$ cat src/rtl/hazard_scoreboard.sv
// hazard_scoreboard: tracks in-flight destinations with readiness countdowns to drive
// the ID stall, the ID-stage forward selects and the registered EX-stage forward selects.
module hazard_scoreboard #(
  parameter int NUM_SRC = 2,
  parameter int DEPTH   = 3,
  parameter int ADDR_W  = 5,
  parameter int SEL_W   = $clog2(DEPTH+1)
) (
  input  logic                      clk,
  input  logic                      rst,
  input  logic                      id_valid,
  input  logic                      flush,
  input  logic [NUM_SRC*ADDR_W-1:0] id_rs,
  input  logic [NUM_SRC-1:0]        id_rs_used,
  input  logic [NUM_SRC-1:0]        id_early,
  input  logic [ADDR_W-1:0]         id_rd,
  input  logic                      id_regwrite,
  input  logic [SEL_W-1:0]          id_lat,
  output logic                      stall,
  output logic [NUM_SRC*SEL_W-1:0]  id_fwd_sel,
  output logic [NUM_SRC*SEL_W-1:0]  ex_fwd_sel
);
  logic [DEPTH-1:0]                valid_q, valid_d;
  logic [DEPTH-1:0][ADDR_W-1:0]    rd_q, rd_d;
  logic [DEPTH-1:0][SEL_W-1:0]     rdy_q, rdy_d;
  logic [NUM_SRC*SEL_W-1:0]        ex_fwd_q, ex_fwd_d;
  logic [NUM_SRC-1:0]              hit, haz;
  logic [NUM_SRC-1:0][SEL_W-1:0]   idx, mrdy;
  logic [SEL_W-1:0]                lat_c;
  logic                            load;
  // Scanning oldest to youngest lets the youngest matching producer overwrite the result.
  always_comb begin
    hit  = '0;
    idx  = '0;
    mrdy = '0;
    for (int s = 0; s < NUM_SRC; s++)
      for (int i = DEPTH-1; i >= 0; i--)
        if (id_rs_used[s] && id_rs[s*ADDR_W +: ADDR_W] != '0 && valid_q[i] &&
            rd_q[i] == id_rs[s*ADDR_W +: ADDR_W]) begin
          hit[s]  = 1'b1;
          idx[s]  = SEL_W'(i);
          mrdy[s] = rdy_q[i];
        end
  end
  always_comb begin
    haz        = '0;
    id_fwd_sel = '0;
    ex_fwd_d   = '0;
    for (int s = 0; s < NUM_SRC; s++)
      haz[s] = hit[s] & (id_early[s] ? (mrdy[s] != '0) : (mrdy[s] > SEL_W'(1)));
    stall = id_valid & ~flush & (|haz);
    for (int s = 0; s < NUM_SRC; s++) begin
      id_fwd_sel[s*SEL_W +: SEL_W] = (hit[s] & id_early[s] & ~haz[s]) ? idx[s] : '0;
      ex_fwd_d[s*SEL_W +: SEL_W] = (id_valid & ~flush & ~stall & hit[s] & ~id_early[s] &
                                    (idx[s] != SEL_W'(DEPTH-1))) ? idx[s] + 1'b1 : '0;
    end
    lat_c = (id_lat == '0) ? SEL_W'(1) :
            (id_lat > SEL_W'(DEPTH-1)) ? SEL_W'(DEPTH-1) : id_lat;
    load    = id_valid & ~stall & ~flush & id_regwrite & (id_rd != '0);
    valid_d = {valid_q[DEPTH-2:0], load};
    rd_d    = {rd_q[DEPTH-2:0], id_rd};
    rdy_d[0] = lat_c;
    for (int k = 0; k < DEPTH-1; k++)
      rdy_d[k+1] = (rdy_q[k] == '0) ? '0 : rdy_q[k] - 1'b1;
  end
  always_ff @(posedge clk) begin
    if (rst) begin
      valid_q  <= '0;
      rd_q     <= '0;
      rdy_q    <= '0;
      ex_fwd_q <= '0;
    end else begin
      valid_q  <= valid_d;
      rd_q     <= rd_d;
      rdy_q    <= rdy_d;
      ex_fwd_q <= ex_fwd_d;
    end
  end
  assign ex_fwd_sel = ex_fwd_q;
endmodule
$ cat config.mk
export PLATFORM = sky130hd
export DESIGN_NAME = hazard_scoreboard
export DESIGN_NICKNAME = d
export VERILOG_FILES = /design/src/rtl/hazard_scoreboard.sv
export SDC_FILE = /design/constraint.sdc
export NUM_CORES = 1
export LEC_CHECK = 0
export ABC_AREA = 0
export ABC_CLOCK_PERIOD_IN_PS = 1900
export BUFFER_PORTS_ARGS = -buffer_cell sky130_fd_sc_hd__buf_4
export CAP_MARGIN = 20
export CORE_MARGIN = 2
export CORE_UTILIZATION = 47
export DETAILED_ROUTE_END_ITERATION = 10
export PLACE_DENSITY = 0.74
export SYNTH_ARGS = -nofsm -noshare
export SYNTH_HDL_FRONTEND = slang
export SYNTH_SLANG_ARGS = --single-unit
$ cat constraint.sdc
create_clock -name clk -period 1.9 [get_ports clk]
set_input_delay 0.095 -clock clk [delete_from_list [all_inputs] [get_ports clk]]
set_output_delay 0.095 -clock clk [all_outputs]
set_load 0.05 [all_outputs]
==> results.sh, run 1 <==
export IMPL_outcome="complete, but fails checks"
export IMPL_violations="setup timing"
export IMPL_min_delay_start="id_regwrite"
export IMPL_remaining_drc_errors=0
export IMPL_timing_fmax_mhz=379
export IMPL_fp_coreArea_um2=3000
export IMPL_yosysTopAreaCell="dfxtp_1"
export IMPL_syn_area_um2=1460
export IMPL_place_hpwl_um=3110
export IMPL_avgSynthCellArea_um2=9.62
export IMPL_setup_viol=10
export IMPL_grt_max_degree=25
export IMPL_root_buffer="clkbuf_4"
export IMPL_port_buffers=33
export IMPL_via_count=1479
export IMPL_initial_core_util_pct=48.7
export IMPL_synth_top_area_share_pct=38.3
export IMPL_synthesis_nets=182
export IMPL_clock_sinks=28
export IMPL_path_class="reg2out"
export IMPL_placed_area_um2=2080
export IMPL_clk_pin_slew_worst_paths_ns=0.16
export IMPL_dp_slack_ns=-0.440
export IMPL_first_global_vias=1542
export IMPL_fin_area_um2=2410
export IMPL_finalMaxSlewViolations=0
export IMPL_ant_nets=0
export IMPL_fp_dieH_um=59.8
export IMPL_ys_seq_elements=28
export IMPL_period_needed_ns=2.64
export IMPL_nFillCells=180
export IMPL_grtUsageTotal_pct=26.6
export IMPL_worstSkewPairLatency_ns=0.35
export IMPL_multiInputGateArea_um2=1080
export IMPL_arrival_ns=2.54
export IMPL_cts_tree="done"
export IMPL_min_period_over_period_pct=139
export IMPL_antenna_cells=0
export IMPL_grt_pass1_wl_um=7060
export IMPL_cap_violations=0
export IMPL_seq_area_um2=578
export IMPL_seq_area_frac_synth_pct=38.3
export IMPL_path_cells="xnor2_2 > nand4_1 > or3_4 > a311o_1 > a2111o_1 > o21ba_4 > buf_6"
export IMPL_antenna_found_initial=0
export IMPL_layout_drive_gt1_share_pct=52.3
export IMPL_die_w_um=59.8
export IMPL_critPathLaunchType="flip-flop"
export IMPL_yosysWarnings=0
export IMPL_ir_worst_vdd_uv=307
export IMPL_totalWireLength_um=4620
export IMPL_worst_slack_ns=-0.737
export IMPL_grt_overflow=0
export IMPL_final_cell_mix="65 x buf_4, 18 x nor2b_1, 18 x dfxtp_1"
export IMPL_startpoint="rd_d[13]"
export IMPL_drt_iter0_markers=54
export IMPL_gp_congestion=0.958
export IMPL_ctsHtreeMaxLevel=1
export IMPL_cp_end_kind="output pin"
export IMPL_synthTopCellsByArea="dfxtp_1 38%, xnor2_1 12%, nor2b_1 7.7%"
export IMPL_slowest_stage="or3_4"
export IMPL_drt_pass1_iter_count=4
export IMPL_skew_ns=0.0123
export IMPL_dieArea_um2=3570
export IMPL_leakage_nw=1.03
export IMPL_viasPerCell=5.52
export IMPL_area_growth_syn_to_layout_pct=64.7
export IMPL_ios=35
export IMPL_rsz0062_at_grt="true"
export IMPL_timing_rr_start="rd_d[7]"
export IMPL_power_density_nw_per_um2=475
export IMPL_max_slew_margin_pct=70.5
export IMPL_final_common_cell="buf_4"
export IMPL_setup_tns_ns=-3.89
export IMPL_fin_nets=267
export IMPL_numCtsBuffers=3
export IMPL_worstPathMaxFanout=2
export IMPL_slowest_delay_ns=0.41
export IMPL_tightest_slew_ns=0.441
export IMPL_synthCells=152
export IMPL_clock_path_buffers=2
export IMPL_critical_path_required_ns=1.80
export IMPL_ys_types=35
export IMPL_hp_class="in2reg"
export IMPL_rows=20
export IMPL_hold_viol=0
export IMPL_routedWlPerCell_um=17.2
==> critical path, delay by kind of cell, from the launching register on <==
| kind | cells | cell delay [ns] |
|---|---|---|
| AO/OA/AOI/OAI | 3 | 0.95 |
| XOR/XNOR | 1 | 0.11 |
| buffers and inverters | 1 | 0.14 |
| flip-flops | 1 | 0.39 |
| AND/OR/NAND/NOR | 2 | 0.59 |
==> power by group <==
part	switching (mW)	total [mW]	internal, mW
clock	0.188	0.263	0.0750
sequential	0.0209	0.630	0.609
combinational	0.110	0.250	0.141
total	0.319	1.14	0.825
==> cell usage after synthesis <==
| master | count |
|---|---|
| a2111o_1 | 1 |
| and4b_4 | 1 |
| dfxtp_1 | 28 |
| and3_2 | 1 |
| o21ai_1 | 1 |
| o21ai_4 | 1 |
| nor2_1 | 6 |
| nand4_1 | 6 |
| nand3b_1 | 2 |
| nor4_1 | 3 |
| nor2b_1 | 18 |
| nor4bb_4 | 1 |
| nor3_1 | 11 |
| or4_1 | 3 |
| nand2b_1 | 2 |
| xor2_1 | 10 |
| and3_1 | 3 |
| nor4b_1 | 2 |
| a31oi_2 | 1 |
| ha_1 | 4 |
| a21oi_1 | 2 |
| or3b_1 | 1 |
| inv_1 | 4 |
| o21ai_0 | 1 |
| o211ai_1 | 1 |
| xnor2_1 | 20 |
| nand2_1 | 6 |
| nor3b_1 | 1 |
| nand4b_1 | 4 |
| o21ba_1 | 1 |
| or3_2 | 1 |
| a311o_1 | 1 |
| or4_4 | 1 |
| clkbuf_1 | 2 |
| a21o_1 | 1 |
==> layer usage <==
metal,share of wire (%),vias up,GRT usage [%]
li1,-,705,-
met1,39,694,32.6
met2,51,59,45.0
met3,5.8,21,4.11
met4,4.2,0,12.7
met5,0,-,0
==> kinds of logic (layout without fill, tap and decap cells) <==
logic type | Yosys count | in the layout | synth area share (%)
and+or+nand+nor | 73 | 73 | 32.2
adders and majority gates | 4 | 4 | 3.42
AOI/OAI and AO/OA | 11 | 11 | 6.50
buffers and inverters | 6 | 89 | 1.54
DFF | 28 | 28 | 38.3
xor gates and xnor gates | 30 | 30 | 18.0
==> per-stage QoR <==
stage               hold slack [ns]  util, %  std cells  total power [mW]
global route                 0.0435     80.2        268              1.19
detailed placement            0.260     69.2        253             0.853
global placement              0.257     69.2        253             0.844
finish                       0.0395     80.2        268              1.14
floorplan                     0.159        -        152             0.732
CTS                          0.0517     78.1        267              1.12
==> path summary, 6_finish.rpt <==
kind	slack (ns)	cells after the start	end
worst max-delay path	-0.74	7	stall
worst max register to register	-0.38	9	ex_fwd_sel[3]
worst min register to register	0.49	1	rd_d[14]
worst min-delay path	0.04	3	valid_q[0]
==> cell type report <==
cell class              count  area share [%]
clock buffers               3           0.935
inverters                   4           0.623
multi-input cells         118            44.7
flip-flops and latches     28            24.0
well taps                  33            1.71
repair buffers             82            28.1
==> flip-flops by register name, summed over array words and instances (netlist names) <==
register and cells:
rd_q 5, rd_d 10, rdy_q 6, ex_fwd_sel 4, valid_q 3
==> repair_timing <==
item                       in CTS  in global routing
hold endpoints to repair        7                  0
hold buffers                    6                  0
buffers inserted                5                  3
pin swaps                       8                 10
setup endpoints to repair      10                 10
gates resized for setup        35                 12
(Power assumes the default switching activity.)
==> run 2: changes to the inputs <==
ABC_AREA = 1   (was 0)
CORE_UTILIZATION = 49   (was 47)
PLACE_DENSITY = 0.75   (was 0.74)
==> run 2 against run 1 <==
  * The flow still finishes with violations (setup timing)
  * Setup slack better by 0.51 ns
  * First-iteration DRC count up 140%
  * Largest power group unchanged
  * Global-route usage shrank 4.0 points
  * Area after synthesis increased by 22%
  * Highest routed layer unchanged
  * Sequential share of layout area hardly changed
  * Critical endpoint is now id_fwd_sel[1]
  * Wire length decreased by 3.4%
==> results.sh, run 2 <==
export IMPL_routedWlPerCell_um=11.2
export IMPL_antenna_cells=0
export IMPL_grtUsageTotal_pct=22.6
export IMPL_p_int_uw=827
export IMPL_placed_area_um2=2100
export IMPL_root_buffer="clkbuf_4"
export IMPL_synth_compound_area_share_pct=3.56
export IMPL_grt_max_degree=27
export IMPL_worst_slack_ns=-0.230
export IMPL_via_count=1972
export IMPL_rrSetupSlack_ns=-0.16
export IMPL_grt_overflow=0
export IMPL_clock_path_buffers=2
export IMPL_max_slew_margin_pct=81.1
export IMPL_p_sw_uw=326
export IMPL_p_sw_share_pct=28.3
export IMPL_cap_violations=0
export IMPL_grt_pass1_wl_um=7410
export IMPL_tightest_slew_ns=0.280
export IMPL_synth_xor_area_share_pct=0.489
export IMPL_ios=35
export IMPL_yosys_most_used_dff="dfxtp_1"
export IMPL_synth_most_common_cell="nand2_1"
export IMPL_remaining_drc_errors=0
export IMPL_drt_pass1_iter_count=4
export IMPL_fp_coreArea_um2=3420
export IMPL_port_buffers=33
export IMPL_rows=21
export IMPL_layout_drive_gt1_share_pct=27.6
export IMPL_ys_types=24
export IMPL_synth_area_mux_share_pct=0
export IMPL_timing_fmax_mhz=469
export IMPL_worstSkewPairLatency_ns=0.34
export IMPL_die_w_um=64.5
export IMPL_critical_path_required_ns=1.80
export IMPL_synth_fa_ha_area_share_pct=2.79
export IMPL_ctsHtreeMaxLevel=1
export IMPL_p_comb_share_pct=20.2
export IMPL_hp_class="in2reg"
export IMPL_path_class="reg2out"
export IMPL_synthesis_nets=333
export IMPL_skew_ns=0.0112
export IMPL_ys_seq_elements=28
export IMPL_leakage_nw=1.19
export IMPL_yosys_area_share_simple_pct=50.6
export IMPL_synthTopCellsByArea="dfxtp_1 31%, nand2_1 21%, nor2_1 12%"
export IMPL_avgSynthCellArea_um2=5.91
export IMPL_viasPerCell=4.95
export IMPL_first_global_vias=1754
export IMPL_slowest_delay_ns=0.38
export IMPL_final_util_pct=69.3
export IMPL_crit_family="simple AND/OR/NAND/NOR gates"
export IMPL_area_growth_syn_to_layout_pct=32.1
export IMPL_path_cells="inv_2 > nand2_1 > nand2_1 > nor2_2 > nand2_2 > nor2_4 > nand2_4 > buf_6 > nand3_2 > nand2_2 > a21oi_2 > nand3_2 > nor2_2 > buf_6"
export IMPL_cp_end_kind="output pin"
export IMPL_totalWireLength_um=4460
export IMPL_yosysTopAreaCell="dfxtp_1"
export IMPL_gp_congestion=0.905
export IMPL_largest_reg_flops=10
export IMPL_synth_top_area_share_pct=31.3
export IMPL_cts_tree="done"
export IMPL_ant_nets=0
export IMPL_drt_iter0_markers=132
export IMPL_synthCells=303
export IMPL_synth_edf_count=0
export IMPL_fin_area_um2=2370
export IMPL_clock_power_share_pct=25.4
export IMPL_rsz0062_at_grt="true"
export IMPL_async_reset_ff_share_pct=0
export IMPL_slowest_stage="dfxtp_2"
export IMPL_nFillCells=317
export IMPL_synth_top_family_by_area="simple AND/OR/NAND/NOR gates"
export IMPL_setup_viol=9
export IMPL_antenna_found_initial=0
export IMPL_outcome="complete, but fails checks"
export IMPL_hold_viol=0
export IMPL_pwr_share_seq_pct=54.4
export IMPL_fin_nets=383
export IMPL_final_common_cell="nand2_1"
export IMPL_numCtsBuffers=3
export IMPL_whs_ns=0.0999
export IMPL_critPathLaunchType="flip-flop"
export IMPL_fp_dieH_um=64.5
export IMPL_seq_area_frac_synth_pct=31.3
export IMPL_clock_sinks=28
export IMPL_dieArea_um2=4160
export IMPL_final_cell_mix="97 x nand2_1, 50 x nor2_1, 35 x inv_1"
export IMPL_place_hpwl_um=3430
export IMPL_total_power_mw=1.15
export IMPL_violations="setup timing"
export IMPL_initial_core_util_pct=52.5
export IMPL_worstPathMaxFanout=3
export IMPL_clk_pin_slew_worst_paths_ns=0.15
export IMPL_yosysWarnings=0
export IMPL_ir_worst_vdd_uv=459
export IMPL_synth_top_cells_by_count="100 x nand2_1, 56 x nor2_1, 39 x inv_1"
export IMPL_syn_area_um2=1790
export IMPL_min_period_over_period_pct=112
export IMPL_power_density_nw_per_um2=487
export IMPL_finalMaxSlewViolations=0
export IMPL_crit_buf_inv=3
export IMPL_period_needed_ns=2.13
export IMPL_arrival_ns=2.04
[run 2: metal layers]
metal  GRT usage (%)  wire, µm
met1            31.6      2120
met2            37.5      2090
met3            1.56       207
met4            6.38        46
met5               0         0
[run 2: worst reg2reg max path: cells and delay by family, from the launching register on]
kind                       cells  cell delay (ns)
and+or+nand+nor               11             1.12
DFF                            1             0.38
adders and majority gates      1             0.20
buffers and inverters          4             0.31
[run 2: power by group through the flow]
stage               Sequential [mW]  Clock, mW  Combinational (mW)
floorplan                     0.633          0               0.132
global placement              0.638          0               0.207
detailed placement            0.638          0               0.211
CTS                           0.627      0.298               0.225
global route                  0.631      0.327               0.261
finish                        0.627      0.292               0.233
[run 2: timing repair]
item | 4_1_cts | 5_1_grt
hold buffers | 6 | 1
pin swaps | 11 | 10
gates resized for setup | 17 | 15
buffers inserted | 4 | 3
hold endpoints to repair | 7 | 1
endpoints found under the setup margin | 7 | 9
[run 2: cells by family (layout without fill, tap and decap cells)]
group	after synthesis	in the layout
AO/OA/AOI/OAI	11	11
XOR/XNOR	1	1
adder cells (fa/ha/maj)	4	4
buffers and inverters	54	103
flip-flops	28	28
AND/OR/NAND/NOR	205	205
[run 2: final cells by class]
class	instances	area [µm²]	area share [%]
tap	46	57.6	2.43
inverter	51	191	8.09
clock buffer	4	36.3	1.53
sequential	28	567	24.0
multi-input combinational	221	1100	46.4
timing repair buffer	48	417	17.6
[run 2: stage by stage]
| step | std cells | setup slack (ns) | TNS [ns] |
|---|---|---|---|
| 2_1_floorplan | 303 | -0.0238 | -0.0477 |
| 3_3_place_gp | 380 | 0.0395 | 0 |
| 3_5_place_dp | 380 | -0.00449 | -0.00449 |
| 4_1_cts | 394 | -0.188 | -0.822 |
| 5_1_grt | 398 | -0.377 | -2.89 |
| 6_report | 398 | -0.230 | -1.46 |
[run 2: path summary, 6_finish.rpt]
kind                    from       endpoint  cells after the start
setup / recovery    rd_d[10]  id_fwd_sel[1]                     14
hold / removal           rst       rdy_q[0]                      2
setup reg to reg    rd_d[10]  ex_fwd_sel[1]                     16
hold reg to reg   valid_q[1]     valid_q[2]                      2
